--- src/rtl/reset_sequencer.sv ---
// Power-up reset sequencer. It releases the downstream resets one stage at a time and
// waits for each stage's ready. A stage that times out is retried a bounded number of times.
module reset_sequencer #(
    parameter int               NUM_STAGES  = 3,
    parameter int               CNT_W       = 22,
    parameter logic [CNT_W-1:0] STAGE_DELAY = 22'h1FFFFF,
    parameter logic [CNT_W-1:0] TIMEOUT     = 22'h3FFFFF,
    parameter int               MAX_RETRY   = 3
) (
    input  logic                  iCLK,
    input  logic                  iRST,
    input  logic [NUM_STAGES-1:0] iREADY,
    input  logic                  iRESTART,
    output logic [NUM_STAGES-1:0] oRST,
    output logic                  oDONE,
    output logic                  oFAULT,
    output logic [1:0]            oSTAGE,
    output logic [1:0]            oRETRY
);

    typedef enum logic [1:0] {
        ST_DELAY,
        ST_WAIT_RDY,
        ST_DONE,
        ST_FAULT
    } state_t;

    localparam logic [CNT_W-1:0] CNT_ONE      = CNT_W'(1);
    localparam logic [CNT_W-1:0] DELAY_LAST   = STAGE_DELAY - CNT_ONE;
    localparam logic [CNT_W-1:0] TIMEOUT_LAST = TIMEOUT - CNT_ONE;
    localparam logic [1:0]       STAGE_LAST   = 2'(NUM_STAGES - 1);
    localparam logic [1:0]       RETRY_LAST   = 2'(MAX_RETRY - 1);

    state_t                  stateReg, stateNext;
    logic [CNT_W-1:0]        cntReg, cntNext;
    logic [NUM_STAGES-1:0]   rstReg, rstNext;
    logic [1:0]              stageReg, stageNext;
    logic [1:0]              retryReg, retryNext;
    logic                    doneReg, doneNext;
    logic                    faultReg, faultNext;
    logic [NUM_STAGES-1:0]   stageOneHot;
    logic                    stageReady;

    // A one-hot mask of the stage being sequenced. It lets the ready select and the
    // reset update avoid a variable index that could point past NUM_STAGES.
    genvar gi;
    generate
        for (gi = 0; gi < NUM_STAGES; gi++) begin : gStageSel
            assign stageOneHot[gi] = (stageReg == 2'(gi));
        end
    endgenerate

    assign stageReady = |(iREADY & stageOneHot);

    always_ff @(posedge iCLK or negedge iRST) begin
        if (!iRST) begin
            stateReg <= ST_DELAY;
            cntReg   <= '0;
            rstReg   <= '0;
            stageReg <= '0;
            retryReg <= '0;
            doneReg  <= 1'b0;
            faultReg <= 1'b0;
        end else begin
            stateReg <= stateNext;
            cntReg   <= cntNext;
            rstReg   <= rstNext;
            stageReg <= stageNext;
            retryReg <= retryNext;
            doneReg  <= doneNext;
            faultReg <= faultNext;
        end
    end

    always_comb begin
        stateNext = stateReg;
        cntNext   = cntReg;
        rstNext   = rstReg;
        stageNext = stageReg;
        retryNext = retryReg;
        doneNext  = doneReg;
        faultNext = faultReg;

        case (stateReg)
            ST_DELAY: begin
                if (cntReg == DELAY_LAST) begin
                    rstNext   = rstReg | stageOneHot;
                    cntNext   = '0;
                    stateNext = ST_WAIT_RDY;
                end else begin
                    cntNext = cntReg + CNT_ONE;
                end
            end
            ST_WAIT_RDY: begin
                // Ready is checked ahead of the timeout, so a late ready on the last cycle still counts.
                if (stageReady) begin
                    if (stageReg == STAGE_LAST) begin
                        doneNext  = 1'b1;
                        stateNext = ST_DONE;
                    end else begin
                        stageNext = stageReg + 2'd1;
                        retryNext = '0;
                        cntNext   = '0;
                        stateNext = ST_DELAY;
                    end
                end else if (cntReg == TIMEOUT_LAST) begin
                    rstNext = rstReg & ~stageOneHot;
                    if (retryReg == RETRY_LAST) begin
                        faultNext = 1'b1;
                        stateNext = ST_FAULT;
                    end else begin
                        retryNext = retryReg + 2'd1;
                        cntNext   = '0;
                        stateNext = ST_DELAY;
                    end
                end else begin
                    cntNext = cntReg + CNT_ONE;
                end
            end
            ST_DONE, ST_FAULT: begin
                if (iRESTART) begin
                    rstNext   = '0;
                    doneNext  = 1'b0;
                    faultNext = 1'b0;
                    stageNext = '0;
                    retryNext = '0;
                    cntNext   = '0;
                    stateNext = ST_DELAY;
                end
            end
        endcase
    end

    assign oRST   = rstReg;
    assign oDONE  = doneReg;
    assign oFAULT = faultReg;
    assign oSTAGE = stageReg;
    assign oRETRY = retryReg;

endmodule

--- config.mk ---
export PLATFORM = sky130hd
export DESIGN_NAME = reset_sequencer
export DESIGN_NICKNAME = d
export VERILOG_FILES = /design/src/rtl/reset_sequencer.sv
export SDC_FILE = /design/constraint.sdc
export NUM_CORES = 1
export LEC_CHECK = 0
export CAP_MARGIN = 5
export CORE_AREA = 3 3 65 67
export CTS_CLUSTER_DIAMETER = 120
export DETAILED_ROUTE_END_ITERATION = 12
export DIE_AREA = 0 0 68 70
export HOLD_SLACK_MARGIN = 0.08
export PLACE_DENSITY = 0.74
export SYNTH_ARGS = -nofsm -noshare
export SYNTH_HDL_FRONTEND = slang
export SYNTH_SLANG_ARGS = --single-unit
--- constraint.sdc ---
create_clock -name iCLK -period 2.4 [get_ports iCLK]
set_input_delay 0.48 -clock iCLK [delete_from_list [all_inputs] [get_ports iCLK]]
set_output_delay 0.48 -clock iCLK [all_outputs]
set_load 0.005 [all_outputs]
Word-level counts from Yosys, hierarchy flattened
Index checks and enable logic that the tools add are counted.
Cells by class
  bitwise logic cells: 4
  muxes and demuxes: 35
  equal/unequal tests: 20
  reductions and logical operators: 12
  add/subtract/negate cells: 3
Operators by type and width (count)
  $mux 22: 6
  $pmux 22 s3: 1
  $mux 2: 12
  $add 22x1->22 const B: 1
  $eq 22x21->1 const B: 1
  $eq 22x22->1 const B: 1
  $ne 2x2->1 const B: 8
  $mux 3: 4
  $reduce_and 4->1: 3
  $reduce_and 5->1: 2
  $ne 3x3->1 const B: 3
  $pmux 3 s3: 1
  $eq 2x2->1 const B: 4
  $pmux 2 s2: 2
  $and 3x3->3: 2
  $mux 1: 6
  $pmux 2 s3: 1
  $reduce_and 3->1: 2
  $add 2x1->2 const B: 2
  $eq 2x1->1 const B: 2
  $logic_not 2->1: 2
  $ne 4x4->1 const B: 1
  $pmux 1 s2: 2
  $not 3->3: 1
  other kinds (4): 4
Word-level totals
  bits of input ports: 6
  register bits: 33
  output and inout bits: 9
  logic and storage cells: 81

Logic depth before layout (Yosys ltp)
  depth after elaboration: 6
  mapped depth: 10
  gate-level depth less buffers: 9

Worst setup path before layout
OpenSTA, ideal clock, no wires.
  path kind: reg2reg
  from: register stageReg[0] (netlist: oSTAGE[0])
  to: register cntReg[9]
  arrival time: 2.337 ns
  period minus slack after synthesis: 2.458 ns
  buffers on the path: 2
  path slack: -0.058 ns
  cell stages (with the launch flop): 11
  required time: 2.279 ns
  library setup time: 0.121 ns
  cell sequence: dfrtp_1 -> inv_1 -> ha_1 -> a222oi_1 -> nand4_1 -> or4_1 -> buf_2 -> buf_6 -> nand4_1 -> xor2_1 -> nor2_1
On the way
  word-level cells in the longest chain between the ends: 5
  elaborated cells on any way between the ends: 10
  classes of those cells: eq/ne: 4; mux: 2; bitwise: 1; reduce/logical: 3
RTL lines
  from (decl): line 37  | logic [1:0] stageReg, stageNext;
  from (signal assigned): line 68  | stageReg <= stageNext;
  $eq 2x1->1, or another cell as far along: line 49  | assign stageOneHot[gi] = (stageReg == 2'(gi));
  $and 3x3->3: line 53  | assign stageReady = |(iREADY & stageOneHot);
  $reduce_or 3->1: line 53
  $ne 4x4->1 (no source line), or another cell as far along
  $reduce_and 3->1 (no source line) or $pmux 22 s3 (tied branches)
  to (signal assigned): line 66  | cntReg <= cntNext;
  to (decl): line 35  | logic [CNT_W-1:0] cntReg, cntNext;
Parallel ways exist; a longest one is shown, timed or not.
A chain may end at the register's enable or synchronous reset.

Worst setup path in the final report
  from: register stageReg[0] (netlist: oSTAGE[0])
  to: register cntReg[15]
The elaborated chain is that of the path after synthesis.

==> results.cfg <==
[cells_and_area]
syn_to_final_growth_pct = 29.4
diodes = 0
fin_nets = 268
final_cell_mix = dfrtp_1 (33), buf_4 (29), nand2_1 (28)
layout_commonest_cell = dfrtp_1
drive_gt1_frac = 0.218
utilization = 0.672
fill_cells = 317

[yosys]
ys.warnings.count = 0
yosysSeqAreaShare = 0.431
syn_inst = 213
synth_nets = 225
synth_cell_types = 45
synth_seq_cells = 33
synth_area_sq_um = 1910
avgSynthCellArea_sq_um = 8.99

[detailed_routing]
vias = 1658
routedWlPerCell_um = 14.2
drt_iter0_markers = 111
routed_via_density = 5.44
postRouteAntennaNets = 0
wl_um = 4320
first_pass_iters = 4
drc = 0

[timing]
rsz0062_at_grt = true
finalCriticalPeriod_ps = 2370
skew_ps = 6.54
hold_viol_final = 0
max_freq_mhz = 421
fin_hold_ws_ps = 521
setup_violations = 0
drv_slew = 0
max_slew_margin = 0.695
worst-slew-pin-transition_ps = 455
layout_worst_path_cycle_share = 0.989

[floorplanning]
die_area_sq_um = 4760
die-width_um = 68
ios = 15
start_util = 0.519
core-area_sq_um = 3690
rows = 22
die_h_um = 70

[critical_path]
slowest_delay_ps = 540
setup.worst_path.start_class = flop
crit_arrival_ps = 2550
path_buf_inv = 2
cp_top_family = simple AND/OR/NAND/NOR gates
critical_path_depth = 9
cp_max_fo = 5
cp_slowest_cell = or4_4
required_ps = 2570
critPathKind = flop to flop
end_kind = flop
reg2regPathDepth = 9
crit_chain = inv_2, ha_4, a222oi_1, nand4_1, or4_4, buf_4, nand3_4, mux2i_1, nor2_1

[place]
port_buffers = 14
dp_hpwl_um = 3120
routabilityCongestion = 0.835

[clock_tree]
clkSlewWorstSetupHoldPaths_ps = 70
clock_path_buffers = 2
root_buffer = clkbuf_8
insertion_delay_ps = 290
h-tree-depth = 2
numCtsBuffers = 5
cts_tree = built
cts_sinks = 33

[power]
power_leakage_nw = 1.09
finalPower_mw = 1.75
peakVddDrop_mv = 0.570
power_density_nw_per_um2 = 705

[global_routing]
grt.total_usage = 0.197
grt_pass1_vias = 1558
grt_remaining_overflow = 0
antenna_found_initial = 0
grt_max_degree = 34
grt_pass1_wl_um = 7290

[run]
cap_violations = 0

[outcome]
status = complete, no violations

[hold_path]
min_path_type = flop to flop
whs_path_depth = 1
per-layer routing:
metal / part of all wire / up-vias / wire [um] / GRT usage
li1: - / 841 / - / -
met1: 0.51 / 781 / 2190 / 0.290
met2: 0.44 / 26 / 1910 / 0.279
met3: 0.026 / 10 / 114 / 0.0482
met4: 0.023 / 0 / 99 / 0.0662
met5: 0 / - / 0 / 0
cell type report:
| class | count | area, sq um | area share |
|---|---|---|---|
| Clock inverter | 1 | 30.0 | 0.0121 |
| Inverter | 10 | 42.5 | 0.0172 |
| Multi-Input combinational cell | 161 | 1050 | 0.425 |
| Clock buffer | 7 | 86.3 | 0.0348 |
| Tap cell | 48 | 60.1 | 0.0242 |
| Timing Repair Buffer | 45 | 380 | 0.154 |
| Sequential cell | 33 | 826 | 0.333 |
final timing paths:
path / start / to / slack (ps)
max: oSTAGE[0]$_DFFE_PN0P_ / cntReg[15]$_DFFE_PN0P_ / 30
min: cntReg[6]$_DFFE_PN0P_ / cntReg[6]$_DFFE_PN0P_ / 520
max reg2reg: oSTAGE[0]$_DFFE_PN0P_ / cntReg[15]$_DFFE_PN0P_ / 30
min reg2reg: cntReg[6]$_DFFE_PN0P_ / cntReg[6]$_DFFE_PN0P_ / 520
max in group asynchronous: iRST / oSTAGE[1]$_DFFE_PN0P_ / 1510
min in group asynchronous: iRST / oSTAGE[0]$_DFFE_PN0P_ / 590
timing repair:
item                       CTS  global route
setup endpoints to repair    2            22
gates cloned                 0             1
hold buffers                 0             0
gates resized for setup      1            11
buffers inserted             0             3
pin swaps                    1            10
flip-flops by register name (all words and copies together) (netlist names):
signal	count
oRST	3
oSTAGE	2
cntReg	22
stateReg	2
oRETRY	2
oFAULT	1
oDONE	1
metrics by stage:
stage          TNS, ps  instances  instance area, sq um  worst slack (ps)
3_5_place_dp     -3430        293                  2280              -227
4_1_cts              0        301                  2400              2.60
6_report             0        305                  2480              26.8
5_1_grt           -416        305                  2480             -78.8
2_1_floorplan        0        213                  1930              4.65
3_3_place_gp     -2660        293                  2280              -188
worst register-to-register path, cell delays in order (launching register included):
cell,delay [ps]
dfrtp_1,400
inv_2,90
ha_4,160
a222oi_1,380
nand4_1,140
or4_4,540
buf_4,170
nand3_4,90
mux2i_1,230
nor2_1,70
power by group:
group          total (mW)  switching (mW)  internal (mW)
Sequential          0.718          0.0825          0.636
Combinational       0.486           0.231          0.255
Clock               0.541           0.203          0.338
Total                1.75           0.516           1.23
synthesized netlist by cell type:
library cell | instances | area (sq um)
nand2b_1 | 2 | 12.5
nor3_1 | 6 | 30.0
or4_1 | 1 | 7.51
and2_4 | 1 | 8.76
dfrtp_1 | 33 | 826
buf_2 | 5 | 25.0
nor2b_1 | 3 | 18.8
nor4b_1 | 1 | 8.76
inv_1 | 9 | 33.8
nor4_1 | 1 | 6.26
or2_2 | 1 | 6.26
nand4_2 | 1 | 12.5
mux2_2 | 3 | 33.8
nand2_1 | 28 | 105
a32o_1 | 3 | 30.0
xor2_1 | 10 | 87.6
xnor2_1 | 2 | 17.5
nor2_1 | 22 | 82.6
clkinv_4 | 1 | 8.76
o22ai_1 | 3 | 18.8
and3_1 | 5 | 31.3
buf_6 | 1 | 11.3
o21ai_1 | 1 | 5.00
a41oi_1 | 1 | 8.76
a211oi_2 | 1 | 12.5
nand4_1 | 9 | 56.3
o21a_1 | 1 | 7.51
a31oi_1 | 6 | 37.5
o31ai_1 | 1 | 7.51
o221ai_1 | 1 | 8.76
a22o_1 | 2 | 17.5
nand3b_1 | 2 | 15.0
mux2i_1 | 3 | 30.0
a21boi_0 | 2 | 15.0
a222oi_1 | 1 | 10.0
or3_1 | 5 | 31.3
a21o_1 | 1 | 7.51
nand3_1 | 10 | 50.1
o21ai_0 | 7 | 35.0
ha_1 | 6 | 75.1
and2_1 | 1 | 6.26
a21oi_1 | 5 | 25.0
a21oi_2 | 1 | 8.76
nor4bb_1 | 1 | 10.0
clkbuf_1 | 3 | 11.3
logic make-up (layout without fill, tap and decap cells):
logic type | count (synthesis) | after routing | synth area share
AND/OR/NAND/NOR | 100 | 100 | 0.261
AO/OA/AOI/OAI | 37 | 37 | 0.133
flip-flops | 33 | 33 | 0.431
buffers and inverters | 19 | 63 | 0.0471
XOR/XNOR | 12 | 12 | 0.0549
adder cells (fa/ha/maj) | 6 | 6 | 0.0392
multiplexers | 6 | 6 | 0.0333
(Power assumes the default switching activity.)
